[config.mk]
export PLATFORM = sky130hd
export DESIGN_NAME = bcd_seq_conv
export DESIGN_NICKNAME = d
export VERILOG_FILES = /design/src/rtl/bcd_pkg.sv /design/src/rtl/bcd_add3.sv /design/src/rtl/bcd_seq_conv.sv
export SDC_FILE = /design/constraint.sdc
export NUM_CORES = 1
export LEC_CHECK = 0
export ABC_CLOCK_PERIOD_IN_PS = 2200
export CORE_MARGIN = 10
export CORE_UTILIZATION = 40
export DETAILED_ROUTE_END_ITERATION = 6
export PLACE_DENSITY = 0.65
export SYNTH_ARGS = -nofsm -noshare
export SYNTH_HDL_FRONTEND = slang
export SYNTH_SLANG_ARGS = --single-unit
export TNS_END_PERCENT = 20
[constraint.sdc]
create_clock -name Clk -period 2.2 [get_ports Clk]
set_clock_uncertainty 0.2 [all_clocks]
set_input_delay 0.55 -clock Clk [delete_from_list [all_inputs] [get_ports Clk]]
set_output_delay 0.55 -clock Clk [all_outputs]
set_load 0.02 [all_outputs]
[src/rtl/bcd_pkg.sv]
// Shared definitions for the sequential binary-to-BCD converter:
// FSM state encoding and the digit-count helper for a W-bit input.
package bcd_pkg;

  typedef enum logic [1:0] {
    ST_IDLE   = 2'd0,
    ST_SHIFT  = 2'd1,
    ST_FINISH = 2'd2
  } state_t;

  // Smallest digit count n with 10^n > 2^w - 1.
  function automatic int ndig_for(input int w);
    logic [127:0] lim;
    logic [127:0] p;
    int           n;
    lim = (128'd1 << w) - 128'd1;
    p   = 128'd1;
    n   = 0;
    while (p <= lim) begin
      p = p * 128'd10;
      n++;
    end
    return n;
  endfunction

endpackage

[src/rtl/bcd_add3.sv]
// Double-dabble digit adjust: adds 3 to a BCD digit that is 5 or more.
// Ports: d = digit in, q = adjusted digit out (combinational).
module bcd_add3
  import bcd_pkg::*;
(
  input  logic [3:0] d,
  output logic [3:0] q
);

  assign q = (d >= 4'd5) ? d + 4'd3 : d;

endmodule

[src/rtl/bcd_seq_conv.sv]
// Sequential binary-to-BCD converter, shift-and-add-3, one bit per clock.
// Ports: Clk/Rst (sync high), Start+Bin in; Busy, Done pulse, Bcd, Neg out.
module bcd_seq_conv
  import bcd_pkg::*;
#(
  parameter int W      = 32,
  parameter int NDIG   = ndig_for(W),
  parameter bit SIGNED = 1'b1
) (
  input  logic              Clk,
  input  logic              Rst,
  input  logic              Start,
  input  logic [W-1:0]      Bin,
  output logic              Busy,
  output logic              Done,
  output logic [4*NDIG-1:0] Bcd,
  output logic              Neg
);

  localparam int            CW      = (W > 1) ? $clog2(W) : 1;
  localparam logic [CW-1:0] CNT_TOP = CW'(W - 1);

  if (NDIG < ndig_for(W)) begin : g_ndig_check
    $fatal(1, "bcd_seq_conv: NDIG too small to hold 2^W-1");
  end

  state_t              state;
  state_t              state_nxt;
  logic [CW-1:0]       cnt;
  logic [W-1:0]        shreg;
  logic [4*NDIG-1:0]   acc;
  logic [4*NDIG-1:0]   adj;
  logic                sign;
  logic                in_neg;
  logic [W-1:0]        mag;

  // Magnitude in W bits: -2^(W-1) maps onto itself, which reads
  // correctly as the unsigned value 2^(W-1).
  assign in_neg = SIGNED && Bin[W-1];
  assign mag    = in_neg ? W'(-Bin) : Bin;

  for (genvar i = 0; i < NDIG; i++) begin : g_dig
    bcd_add3 u_add3 (
      .d (acc[4*i +: 4]),
      .q (adj[4*i +: 4])
    );
  end

  assign Busy = (state != ST_IDLE);

  always_comb begin
    state_nxt = state;
    unique case (state)
      ST_IDLE:   if (Start) state_nxt = ST_SHIFT;
      ST_SHIFT:  if (cnt == '0) state_nxt = ST_FINISH;
      ST_FINISH: state_nxt = ST_IDLE;
      default:   state_nxt = ST_IDLE;
    endcase
  end

  always_ff @(posedge Clk) begin
    if (Rst) state <= ST_IDLE;
    else     state <= state_nxt;
  end

  always_ff @(posedge Clk) begin
    if (Rst) begin
      cnt   <= '0;
      shreg <= '0;
      acc   <= '0;
      sign  <= 1'b0;
      Bcd   <= '0;
      Neg   <= 1'b0;
      Done  <= 1'b0;
    end else begin
      Done <= 1'b0;
      unique case (state)
        ST_IDLE: begin
          if (Start) begin
            shreg <= mag;
            sign  <= in_neg;
            acc   <= '0;
            cnt   <= CNT_TOP;
          end
        end
        ST_SHIFT: begin
          // Adjusted digits and the binary word shift left as one register.
          acc   <= {adj[4*NDIG-2:0], shreg[W-1]};
          shreg <= {shreg[W-2:0], 1'b0};
          if (cnt != '0) cnt <= cnt - 1'b1;
        end
        ST_FINISH: begin
          Bcd  <= acc;
          Neg  <= sign;
          Done <= 1'b1;
        end
        default: ;
      endcase
    end
  end

endmodule

After elaboration in Yosys (flattened, before gate mapping)

Cells that the tools add are included.

Word-level logic and storage cells: 66
Output and inout bits: 43
Register bits after elaboration: 122
Memory bits (read-only): 0
Memory bits (writable): 0
Memories: 0
Input port bits: 35
Bits in latches: 0

Reduce and logical (&&, ||, !) cells: 9
$add $sub $neg: 12
Equality and inequality tests: 5
Bitwise gates (word level): 0
Shift-type cells: 0
Div/mod/pow operators: 0
$lt $le $gt $ge: 10
Muxes and demuxes: 22
Multiply operators: 0

Operators by type and width:

| kind                                                                   | count |
|---|---|
| 40-bit one-hot mux with 2 select lines                                 | 1 |
| 32-bit 2-to-1 mux                                                      | 2 |
| 32-bit one-hot mux with 2 select lines                                 | 1 |
| 4-bit by 3-bit >= comparator with 1-bit output (second input constant) | 10 |
| 40-bit 2-to-1 mux                                                      | 1 |
| 4-bit by 2-bit adder with 4-bit output (second input constant)         | 9 |
| 4-bit 2-to-1 mux                                                       | 9 |
| 32-bit negation                                                        | 1 |
| 5-bit 2-to-1 mux                                                       | 2 |
| 5-bit one-hot mux with 2 select lines                                  | 1 |
| 2-bit inequality test (second input constant)                          | 3 |
| 2-bit AND reduction                                                    | 3 |
| 5-bit zero test                                                        | 1 |
| 5-bit nonzero test                                                     | 1 |
| 5-bit by 1-bit subtractor with 5-bit output (second input constant)    | 1 |
| 2-bit 2-to-1 mux                                                       | 2 |
| 2-bit one-hot mux with 2 select lines                                  | 1 |
| 2-bit nonzero test                                                     | 2 |
| 3-bit by 2-bit adder with 3-bit output (second input constant)         | 1 |
| 3-bit 2-to-1 mux                                                       | 1 |
| 3-bit AND reduction                                                    | 1 |
| 2-bit by 1-bit == test with 1-bit output (second input constant)       | 1 |
| 2-bit == test (second input constant)                                  | 1 |
| 2-bit zero test                                                        | 1 |
| 1-bit 2-to-1 mux                                                       | 1 |

Longest topological paths before layout

Gate-level depths: netlist of the first run.

Word-level depth: 4
Mapped depth: 8

Cells and area by module

A second synthesis of the first run with hierarchy kept.

Cells, all modules: 707
Area, all modules: 5936.9 um^2

Modules (own cells, without submodules):

| module       | instances | sequential area each (um^2) | area each (um^2) | cells an instance |
|---|---|---|---|---|
| bcd_seq_conv | 1         | 2442.3                      | 4923.5           | 547 |
| bcd_add3     | 10        | 0.0                         | 101.3            | 16 |

Worst setup path after synthesis of the first run

OpenSTA, ideal clock, no wires.

Path kind: input -> register
From: in Bin[10]
To: reg shreg[25]
Setup time: 134 ps
Path buffers: 0
Path slack: -133 ps
Data arrival time: 1999 ps
Cell stages on the path: 5
Data required time: 1866 ps
Cell sequence: or4_4 > or3_4 > o41ai_4 > xor2_1 > o22ai_1

Longest elaborated chain between the ends: 4

Ends and longest elaborated chain:

| element                                | line               | source |
|---|---|---|
| from (decl)                            | bcd_seq_conv.sv:13 | `input logic [W-1:0] Bin,` |
| 32-bit negation                        | bcd_seq_conv.sv:40 | `assign mag = in_neg ? W'(-Bin) : Bin;` |
| 32-bit 2-to-1 mux                      | bcd_seq_conv.sv:40 |  |
| 32-bit 2-to-1 mux                      | bcd_seq_conv.sv:79 | `if (Start) begin` |
| 32-bit one-hot mux with 2 select lines | bcd_seq_conv.sv:77 | `unique case (state)` |
| to (signal assigned)                   | bcd_seq_conv.sv:80 | `shreg <= mag;` |
| to (signal assigned)                   | bcd_seq_conv.sv:89 | `shreg <= {shreg[W-2:0], 1'b0};` |
| to (decl)                              | bcd_seq_conv.sv:30 | `logic [W-1:0] shreg;` |

No other way between the ends. The select of a mux whose other input is x is not followed.
A chain may end at the register's enable or synchronous reset.

Worst setup path after layout of the first run

From: in Bin[13]
To: reg shreg[21]

Same word-level chain as after synthesis.

==> results.rst, run 1 <==
.. list-table::
   :header-rows: 1

   * - Metric
     - Value
   * - Result of the run
     - completed
   * - Worst reg-to-reg path cell count
     - 4
   * - Average instance area after synthesis
     - 8.13 µm²
   * - Share of cells above drive strength 1
     - 16.2%
   * - Most common cell after layout, fill and taps aside
     - sky130_fd_sc_hd__dfxtp_1
   * - Wire length per cell after detailed routing
     - 14.3 µm
   * - Number of cell rows
     - 45
   * - Mapped Cells
     - 751
   * - Final Cycle Share
     - 99.2%
   * - Final hold slack
     - 0.249 ns
   * - Startpoint type of the worst setup path
     - input pin
   * - Number of library cell types mapped by synthesis
     - 55
   * - Cell Area, Placed
     - 7570 µm²
   * - Max Clock Freq
     - 458 MHz
   * - Maximum vdd drop
     - 0.000521 V
   * - Final slew viol count
     - 0
   * - Worst slew margin relative to its limit
     - 70.7%
   * - Hold depth
     - 2
   * - Final design instance area without fill
     - 8300 µm²
   * - Cell at the root of the clock tree
     - sky130_fd_sc_hd__clkbuf_16
   * - Type of destination of the critical path
     - flip-flop
   * - Most frequent cells in the layout
     - sky130_fd_sc_hd__dfxtp_1, sky130_fd_sc_hd__nand2_1, sky130_fd_sc_hd__a21oi_1
   * - Synth-to-Final Area Change
     - 35.8%
   * - Number of global-route vias before repair
     - 5359
   * - Post-Syn Nets
     - 808
   * - Initial standard-cell utilization of the core
     - 40.5%
   * - Endpoint of the lowest-slack register-to-register path
     - shreg[22]
   * - Horizontal extent of the die
     - 144 µm
   * - Final Setup Violations
     - 0
   * - Total power
     - 5.89 mW
   * - Kind of critical path
     - input pin to flip-flop
   * - FF+latch count, synth
     - 122
   * - Wire length of the first global-routing pass
     - 25.5 mm
   * - Fin cells
     - 1072
   * - Diode insertion count for antenna repair
     - 0
   * - Clock-pin slew reported for the worst setup and hold paths after clock tree synthesis
     - 0.06 ns
   * - Total via count in the routed design
     - 5704
   * - Most common flop cell mapped by yosys
     - sky130_fd_sc_hd__dfxtp_1
   * - RSZ-0062 raised after global routing
     - true
   * - First-pass iteration count of the detailed router
     - 5
   * - Total global routing overflow
     - 0
   * - DRC violation count after routing
     - 0
   * - Post-route setup slack
     - 0.0186 ns
   * - CTS HTree Levels
     - 4
   * - Hold_buf cts
     - 0
   * - Post-synthesis cell area
     - 6110 µm²
   * - Worst min path class
     - flip-flop to flip-flop
   * - Biggest fanout along the worst timing path
     - 4
   * - Layout Nets
     - 928
   * - Power per standard cell area
     - 709 nW/µm²
   * - Transition time at the pin with the least slew margin
     - 0.439 ns
   * - Top-Level Pins
     - 78
   * - Register-to-register path setup slack
     - 0.34 ns
   * - Std-Cell Core Area
     - 15100 µm²
   * - Clock insertion delay at the later pin of the skew report
     - 0.42 ns
   * - Worst setup slack before clock tree synthesis
     - -0.625 ns
   * - Number of buffers on the longest clock path
     - 2
   * - Antenna violations before repair
     - 0
   * - Number of sinks driven by the clock tree
     - 122
   * - Post-synth EDFFs
     - 0
   * - Footprint of the multi-input gates
     - 3510 µm²
   * - Arrival @ worst endpoint
     - 2.28 ns
   * - Share of synthesized area occupied by flip-flops and latches
     - 40.0%
   * - Warning count from the yosys run
     - 0
   * - Final HPWL DP
     - 10.7 mm
   * - Wire length after detailed routing
     - 15.4 mm
   * - Global placement routability congestion
     - 0.817
   * - Via density
     - 5.32
   * - Pin count of the biggest net entering global routing
     - 64
   * - Data required time at the worst endpoint
     - 2.30 ns
   * - TritonCTS Buffers
     - 17
   * - Max-cap check violation count
     - 0
   * - Util after Layout
     - 55.0%
   * - Share of flip-flops with an asynchronous set or reset after synthesis
     - 0%
   * - Cell count after placement
     - 1038
   * - Footprint of the flip-flops and latches
     - 2440 µm²
   * - DRT iter0 DRCs
     - 426
   * - Number of fill cells in the layout
     - 1441
   * - Count of port buffers added during placement
     - 77
   * - Hold Startpoint
     - Bcd[22]
   * - Reg-to-reg critical path startpoint
     - state[1]
   * - Total Routing Usage GR
     - 15.0%
   * - Final critical-path required period
     - 2.18 ns
   * - Sum of negative setup slack
     - 0 ns
   * - Vertical extent of the die
     - 144 µm
   * - Static Leak
     - 3.12 nW
   * - Die Outline Area
     - 20600 µm²
   * - Clock tree from TritonCTS
     - yes
   * - Hold Violations, Final
     - 0
   * - Min-Delay Endpoint
     - Bcd[22]
   * - DRT antenna net count
     - 0
-- worst max-delay path: stages --
cell                            delay, ns
sky130_fd_sc_hd__dlygate4sd2_1       0.24
sky130_fd_sc_hd__or3_4               0.39
sky130_fd_sc_hd__or4_4               0.50
sky130_fd_sc_hd__o41ai_4             0.32
sky130_fd_sc_hd__xor2_1              0.19
sky130_fd_sc_hd__o22ai_1             0.09
-- cell families (layout without fill, tap and decap cells) --
group,count (synthesis),count (layout),synth area share [%]
AND/OR/NAND/NOR,262,262,21.0
AO/OA/AOI/OAI,219,219,22.8
flip-flops,122,122,40.0
buffers and inverters,80,213,5.04
XOR/XNOR,41,41,5.88
adder cells (fa/ha/maj),22,22,4.51
multiplexers,5,5,0.819
-- report_power, final --
part | internal [mW] | switching [mW]
Combinational | 0.346 | 0.438
Clock | 1.81 | 0.947
Sequential | 2.29 | 0.0508
-- per-layer routing --
metal / share of wire [%] / global-route usage, % / up-vias
met4: 1.5 / 5.53 / 0
met5: 0 / 0 / -
li1: - / - / 2907
met3: 5.2 / 3.89 / 20
met2: 46 / 24.8 / 129
met1: 47 / 18.3 / 2648
-- cell usage after synthesis, drive strengths merged, types with 13 or more instances --
library cell / number / area [µm²]
clkbuf: 45 / 169
a21oi: 90 / 450
ha: 22 / 275
a22oi: 27 / 203
nand2: 118 / 443
nand3: 27 / 135
inv: 26 / 97.6
xnor2: 25 / 219
nand2b: 17 / 106
nor3: 16 / 85.1
xor2: 16 / 140
o21ai: 29 / 145
o22ai: 13 / 81.3
nor2: 36 / 135
dfxtp: 122 / 2440
-- sequential cells by signal, indices dropped and copies added (netlist names) --
signal,count
state,2
acc,40
cnt,5
Neg,1
Bcd,40
sign,1
Done,1
shreg,32
-- worst max-delay path by stage --
stage                       start   endpoint  slack, ns  cells after the start
after floorplan           Bin[10]  shreg[25]      -0.13                      5
after global placement     Bin[1]  shreg[25]      -0.61                      6
after detailed placement   Bin[1]  shreg[25]      -0.63                      6
after CTS                 Bin[13]  shreg[21]      -0.07                      6
after global routing       Bin[8]  shreg[31]      -0.03                      7
final                     Bin[13]  shreg[21]       0.02                      6
-- final cells by class --
| type | instances | area share [%] |
|---|---|---|
| clock buffers | 26 | 6.14 |
| clock inverters | 6 | 1.03 |
| inverters | 26 | 1.18 |
| multi-input cells | 549 | 42.3 |
| flip-flops and latches | 122 | 29.4 |
| well taps | 188 | 2.83 |
| repair buffers | 155 | 17.1 |
-- repair_timing --
action / CTS / global route
resized for setup: 33 / 24
setup endpoints to repair: 18 / 18
buffers inserted: 1 / 1
pin swaps: 11 / 14
Note: power is estimated with default switching activity, not from simulation.
==> run 2: changes to the inputs <==
- CAP_MARGIN: unset -> 10
- SYNTH_HIERARCHICAL: unset -> 1
==> run 2 against run 1 <==
  * First-iteration DRC count fell by 36%
  * Critical path depth unchanged
  * Worst setup slack got worse by 0.21 ns
  * Combinational power shrank 19%
  * Sequential power barely moved
  * Largest power group unchanged
  * Final area shrank 0.42%
  * Worst hold slack got worse by 0.029 ns
  * Non-clock buffer count is 5 higher
  * Register-to-register slack got worse by 0.17 ns
  * The run now ends with negative setup slack left
  * Synthesized cell count down 6.4%
  * Die area is 2.7% lower
  * Area after synthesis down 3.1%
==> results.rst, run 2 <==
.. list-table::
   :header-rows: 1

   * - Metric
     - Value
   * - Warning count from the yosys run
     - 6
   * - Hold_buf cts
     - 0
   * - Clock tree from TritonCTS
     - yes
   * - Total Routing Usage GR
     - 15.2%
   * - Arrival @ worst endpoint
     - 2.52 ns
   * - Horizontal extent of the die
     - 142 µm
   * - Diode insertion count for antenna repair
     - 0
   * - Min-Delay Endpoint
     - shreg[0]
   * - Int Power
     - 4.18 mW
   * - Worst slew margin relative to its limit
     - 61.7%
   * - Clock insertion delay at the later pin of the skew report
     - 0.42 ns
   * - Kind of critical path
     - input pin to flip-flop
   * - Total global routing overflow
     - 0
   * - Reg-to-reg critical path startpoint
     - state[1]
   * - Startpoint type of the worst setup path
     - input pin
   * - Wire length per cell after detailed routing
     - 15.3 µm
   * - Total power
     - 5.59 mW
   * - Final HPWL DP
     - 11.1 mm
   * - Maximum vdd drop
     - 0.000599 V
   * - Power per standard cell area
     - 676 nW/µm²
   * - Pin count of the biggest net entering global routing
     - 42
   * - Number of buffers on the longest clock path
     - 2
   * - RSZ-0062 raised after global routing
     - true
   * - Max Clock Freq
     - 419 MHz
   * - DRT iter0 DRCs
     - 271
   * - Clock-pin slew reported for the worst setup and hold paths after clock tree synthesis
     - 0.05 ns
   * - Total via count in the routed design
     - 5560
   * - Static Leak
     - 3.27 nW
   * - Global placement routability congestion
     - 0.943
   * - Number of global-route vias before repair
     - 5388
   * - Via density
     - 5.37
   * - Post-synthesis cell area
     - 5920 µm²
   * - Final Setup Violations
     - 8
   * - DRC violation count after routing
     - 0
   * - Vertical extent of the die
     - 142 µm
   * - Worst reg-to-reg path cell count
     - 6
   * - Layout Nets
     - 896
   * - Wire length after detailed routing
     - 15.8 mm
   * - Post-route setup slack
     - -0.187 ns
   * - Number of cell rows
     - 44
   * - CTS HTree Levels
     - 4
   * - Type of destination of the critical path
     - flip-flop
   * - Cell at the root of the clock tree
     - sky130_fd_sc_hd__clkbuf_16
   * - Std-Cell Core Area
     - 14500 µm²
   * - Synth-to-Final Area Change
     - 39.6%
   * - TritonCTS Buffers
     - 17
   * - Final Cycle Share
     - 108%
   * - Switching part of the total power
     - 25.3%
   * - Failing checks
     - negative setup slack
   * - Final slew viol count
     - 0
   * - Initial standard-cell utilization of the core
     - 40.7%
   * - Wire length of the first global-routing pass
     - 25.7 mm
   * - Sequential Power Share
     - 41.7%
   * - Final critical-path required period
     - 2.39 ns
   * - Average instance area after synthesis
     - 8.42 µm²
   * - Mapped Cells
     - 703
   * - Worst min path class
     - input pin to flip-flop
   * - Count of port buffers added during placement
     - 77
   * - Util after Layout
     - 56.9%
   * - Endpoint of the lowest-slack register-to-register path
     - shreg[28]
   * - Result of the run
     - finished, violations left
   * - Antenna violations before repair
     - 0
   * - Max-cap check violation count
     - 0
   * - Transition time at the pin with the least slew margin
     - 0.574 ns
   * - Top-Level Pins
     - 78
   * - Relative contribution of the clock network to total power
     - 46.9%
   * - Hold Violations, Final
     - 0
   * - Final design instance area without fill
     - 8260 µm²
   * - Most frequent cells in the layout
     - sky130_fd_sc_hd__nand2_1, sky130_fd_sc_hd__dfxtp_1, sky130_fd_sc_hd__buf_4
   * - First-pass iteration count of the detailed router
     - 5
   * - Die Outline Area
     - 20100 µm²
   * - Register-to-register path setup slack
     - 0.17 ns
   * - Post-Syn Nets
     - 760
   * - Number of sinks driven by the clock tree
     - 122
   * - Biggest fanout along the worst timing path
     - 3
   * - First element of the critical path
     - Bin[15]
   * - DRT antenna net count
     - 0
   * - Share of cells above drive strength 1
     - 20.3%
   * - Data required time at the worst endpoint
     - 2.34 ns
   * - Proportion of power drawn by combinational gates
     - 11.4%
   * - Net load switching power
     - 1.41 mW
   * - Most common cell after layout, fill and taps aside
     - sky130_fd_sc_hd__nand2_1
   * - Hold depth
     - 3
   * - Final hold slack
     - 0.221 ns
   * - Registers with the most flip-flops
     - Bcd x40, acc x40, shreg x32
   * - Hold Startpoint
     - Bin[0]
   * - Cell Area, Placed
     - 7360 µm²
## run 2: final cells by class
cell class	count	area [µm²]
tap	184	230
inverter	25	93.8
clock buffer	21	460
multi-input combinational	513	3530
timing repair buffer	160	1410
sequential	122	2440
fill	1294	6270
clock inverter	11	96.3
## run 2: how the worst max path moves through the flow
stage / slack, ns / end / cells past startpoint
2_1_floorplan: -0.34 / shreg[31] / 5
3_3_place_gp: -0.83 / shreg[22] / 7
3_5_place_dp: -0.86 / shreg[22] / 7
4_1_cts: -0.09 / shreg[31] / 6
5_1_grt: -0.19 / shreg[31] / 6
6_report: -0.19 / shreg[31] / 6
## run 2: routing by layer
| metal | part of all wire [%] | GRT usage (%) | up-vias | wire length [µm] |
|---|---|---|---|---|
| met1 | 45 | 18.5 | 2651 | 7110 |
| li1 | - | - | 2775 | - |
| met2 | 48 | 25.0 | 113 | 7630 |
| met4 | 1.7 | 5.70 | 0 | 262 |
| met3 | 5.2 | 4.41 | 21 | 830 |
| met5 | 0 | 0 | - | 0 |
## run 2: critical path: stages
cell and delay [ns]:
sky130_fd_sc_hd__buf_6 0.09, sky130_fd_sc_hd__or3_4 0.38, sky130_fd_sc_hd__or4_4 0.58, sky130_fd_sc_hd__or3_1 0.34, sky130_fd_sc_hd__or4_1 0.43, sky130_fd_sc_hd__a31oi_1 0.15
## run 2: repair_timing
| item | CTS | global route |
|---|---|---|
| hold endpoints to repair | 0 | 0 |
| setup buffers | 4 | 1 |
| pin swaps | 17 | 16 |
| endpoints found under the setup margin | 28 | 25 |
| resized for setup | 55 | 32 |
## run 2: stage by stage
step,instances,TNS [ns],setup WS [ns]
finish,1036,-0.602,-0.187
global route,1036,-1.04,-0.193
CTS,1035,-0.322,-0.0924
detailed placement,999,-23.69,-0.864
global placement,999,-20.80,-0.831
floorplan,703,-2.84,-0.338
## run 2: power by group through the flow
stage / clock [mW] / sequential [mW] / combinational [mW]
after floorplan: 0 / 2.36 / 0.332
after global placement: 0 / 2.37 / 0.588
final: 2.62 / 2.33 / 0.638
after global routing: 2.76 / 2.33 / 0.695
after CTS: 2.67 / 2.33 / 0.613
after detailed placement: 0 / 2.37 / 0.603
==> RTL change 1 (config.mk and constraints of run 2) <==
The parameter `W` goes from 32 to 64.
--- a/src/rtl/bcd_seq_conv.sv
+++ b/src/rtl/bcd_seq_conv.sv
@@ -3,7 +3,7 @@
 module bcd_seq_conv
   import bcd_pkg::*;
 #(
-  parameter int W      = 32,
+  parameter int W      = 64,
   parameter int NDIG   = ndig_for(W),
   parameter bit SIGNED = 1'b1
 ) (
Ports: changed (resized Bcd and Bin); port bits go from 78 to 150. No check against the original RTL was run, so the function may have changed too.
==> RTL change 1 against run 2 <==
The run still ends with setup timing left; routed wire length grew 99%; setup slack improved by 41 ps; non-clock buffer count rose by 161; cell area up 95%; power up 82%; sequential cell count is 113 higher; synthesized cell count increased by 100%; synthesized area increased by 97%; global-route usage rose by 1.4 points; critical path type unchanged; largest power group is now registers.
==> RTL change 1: results <==
set metrics [dict create \
    outcome "complete, but fails checks" \
    violations "setup timing" \
    globalRouteMet2Util_pct 27.77 \
    post-route-util_pct 55.88 \
    fin_tns_setup_ps -847.0 \
    grt_max_degree 88 \
    p_leak_nw 6.817 \
    crit_arrival_ps 2550 \
    dpl.hpwl_microns 21530 \
    grt_pass1_wl_microns 52210 \
    port_buffers 149 \
    multi_input_area_sq_mm 0.007033 \
    vias_per_cell 5.254 \
    nNonClkBuffers 321 \
    ctsLongestPathBuffers 3 \
    dp.cells 2007 \
    dr.pass1.iters 6 \
    grtUsageTotal_pct 16.64 \
    irDropWorstVdd_v 0.0006154 \
    routedWlPerCell_microns 15.17 \
    place_ws_ps -1139 \
    inv_count 48 \
    final_cells 2079 \
    clock_latency_ps 520 \
    initialDrtViolationCount 553 \
    stdcell_area_sq_mm 0.01608 \
    syn_nets 1521 \
    crit_path_max_fanout 6 \
    multi_input_cells 1044 \
    setup_viol 10 \
    nets 1786 \
    final-clk-cell-share_pct 5.430 \
    seq_cells 235 \
    top_regs "Bcd (80), acc (80), shreg (64)" \
    seq_share_pct 29.25 \
    setup_ws_ps -146.1 \
    grt_use_met1_pct 21.74 \
]
-- RTL change 1: where the power goes --
group	total [W]	internal [W]	switching (W)
Clock	0.00436	0.00261	0.00175
Sequential	0.00448	0.00440	0.0000844
Combinational	0.00130	0.000594	0.000710
Total	0.0101	0.00760	0.00254
-- RTL change 1: worst paths after layout --
kind / startpoint / endpoint / slack (ps)
setup / recovery: Bin[7] / shreg[48] / -150
hold reg to reg: Bcd[1] / Bcd[1] / 250
hold / removal: Rst / shreg[53] / 100
setup reg to reg: state[1] / shreg[40] / 250
-- RTL change 1: repair_timing --
item                       CTS  global route
gates resized for setup    265            54
hold endpoints to repair     0             0
buffers inserted            17             8
pin swaps                   54            40
hold buffers                 0             0
gates cloned                 0             0
setup endpoints to repair  137            42
-- RTL change 1: critical path: cells and delay by family --
family                 cells  cell delay (ps)
AO/OA/AOI/OAI              2              300
XOR/XNOR                   1              160
buffers and inverters      3              470
AND/OR/NAND/NOR            3             1060
==> RTL change 2 (config.mk and constraints of run 2) <==
Without the edit above. Encoding of `state_t`: now one-hot (3 bits for 3 states).
--- a/src/rtl/bcd_pkg.sv
+++ b/src/rtl/bcd_pkg.sv
@@ -2,10 +2,10 @@
 // FSM state encoding and the digit-count helper for a W-bit input.
 package bcd_pkg;
 
-  typedef enum logic [1:0] {
-    ST_IDLE   = 2'd0,
-    ST_SHIFT  = 2'd1,
-    ST_FINISH = 2'd2
+  typedef enum logic [2:0] {
+    ST_IDLE   = 3'b001,
+    ST_SHIFT  = 3'b010,
+    ST_FINISH = 3'b100
   } state_t;
 
   // Smallest digit count n with 10^n > 2^w - 1.
Behaviour: same outputs for any inputs over 10 cycles, from zero or initial values and one cycle with Rst high; not proved beyond that.
==> RTL change 2 against run 2 <==
Routed wire length up 0.69%; register-to-register slack worse by 20 ps; non-clock buffer count fell by 5; power rose by 8.4%; fmax up 11%; setup slack improved by 250 ps; sequential share of layout area down 0.064 points; utilization barely moved; sequential cell count grew 1; die area up 1.9%; cell area grew 1.1%; synthesized area up 2.2%; synthesized cell count grew 4.6%; critical path type unchanged; critical endpoint is now shreg[23].
==> RTL change 2: results <==
set metrics [dict create \
    initialDrtViolationCount 359 \
    crit_family "simple AND/OR/NAND/NOR gates" \
    syn_inst 735 \
    globalRouteMet2Util_pct 25.33 \
    use_met3_pct 4.312 \
    ctsLongestPathBuffers 2 \
    gr-total-overflow 0 \
    first_global_vias 5462 \
    cts_max_level 4 \
    irDropWorstVdd_v 0.0005670 \
    min_path_type "reg -> reg" \
    globalplace.congestion 0.8668 \
    port_buffers 77 \
    crit_arrival_ps 2290 \
    diodes 0 \
    cts_buffers 17 \
    place_ws_ps -628.3 \
    yosysWarnings 6 \
    post_dp_cell_area_sq_mm 0.007516 \
    reg2reg_from "state[2]" \
    dr_wl_met3_microns 960 \
    cp_slowest_cell "or4_4" \
    grtUsageTotal_pct 15.28 \
    grt_antenna_before_repair 0 \
    grt_pass1_wl_microns 25840 \
    m1WireLength_microns 7054 \
    top_layer "met4" \
    slowest_delay_ps 570 \
    p_leak_nw 3.329 \
    routedWlPerCell_microns 14.96 \
    clock_latency_ps 410 \
    dr.pass1.iters 5 \
    grt_use_met1_pct 18.39 \
    dpl.hpwl_microns 11240 \
    ant_nets 0 \
    nets 926 \
    hp-start "shreg[0]" \
    num_vias 5721 \
    drive_above_1_share_pct 18.59 \
    syn_nets 792 \
    outcome "finished clean" \
    final_cells 1066 \
    slew_headroom_pct 58.94 \
    grt_max_degree 46 \
    clk_pin_slew_ps 60 \
    top_regs "Bcd (40), acc (40), shreg (32)" \
    cts_root_buf "clkbuf_16" \
    wl_met2_microns 7772 \
    setup_viol 0 \
    dp.cells 1030 \
    crit_path_max_fanout 5 \
    crit_start "Bin[3]" \
    drc 0 \
]
RTL change 2: layout make-up:
type,instances,area [sq um]
repair buffers,155,1346
multi-input cells,543,3540
fillers,1284,6346
clock buffers,26,509.2
clock inverters,6,155.1
flip-flops and latches,123,2464
well taps,184,230.2
inverters,29,108.9
RTL change 2: repair_timing:
item                       4_1_cts  5_1_grt
gates resized for setup         43       38
hold buffers                     0        0
gates cloned                     0        2
pin swaps                       17       14
setup buffers                    2        0
setup endpoints to repair       61       54
RTL change 2: worst min-delay path: stages, from the launching register on:
cell	delay, ps
dfxtp_1	310
nand2_1	50
a21oi_1	50
RTL change 2: power breakdown:
part           switching, W  internal (W)
Clock              0.000953       0.00216
Sequential        0.0000444       0.00230
Combinational      0.000324      0.000271
RTL change 2: path summary, 6_finish.rpt:
path / slack, ps / to / cells past startpoint
hold reg to reg: 250 / shreg[1] / 2
setup / recovery: 60 / shreg[23] / 7
setup reg to reg: 150 / cnt[1] / 8
hold / removal: 250 / shreg[1] / 2
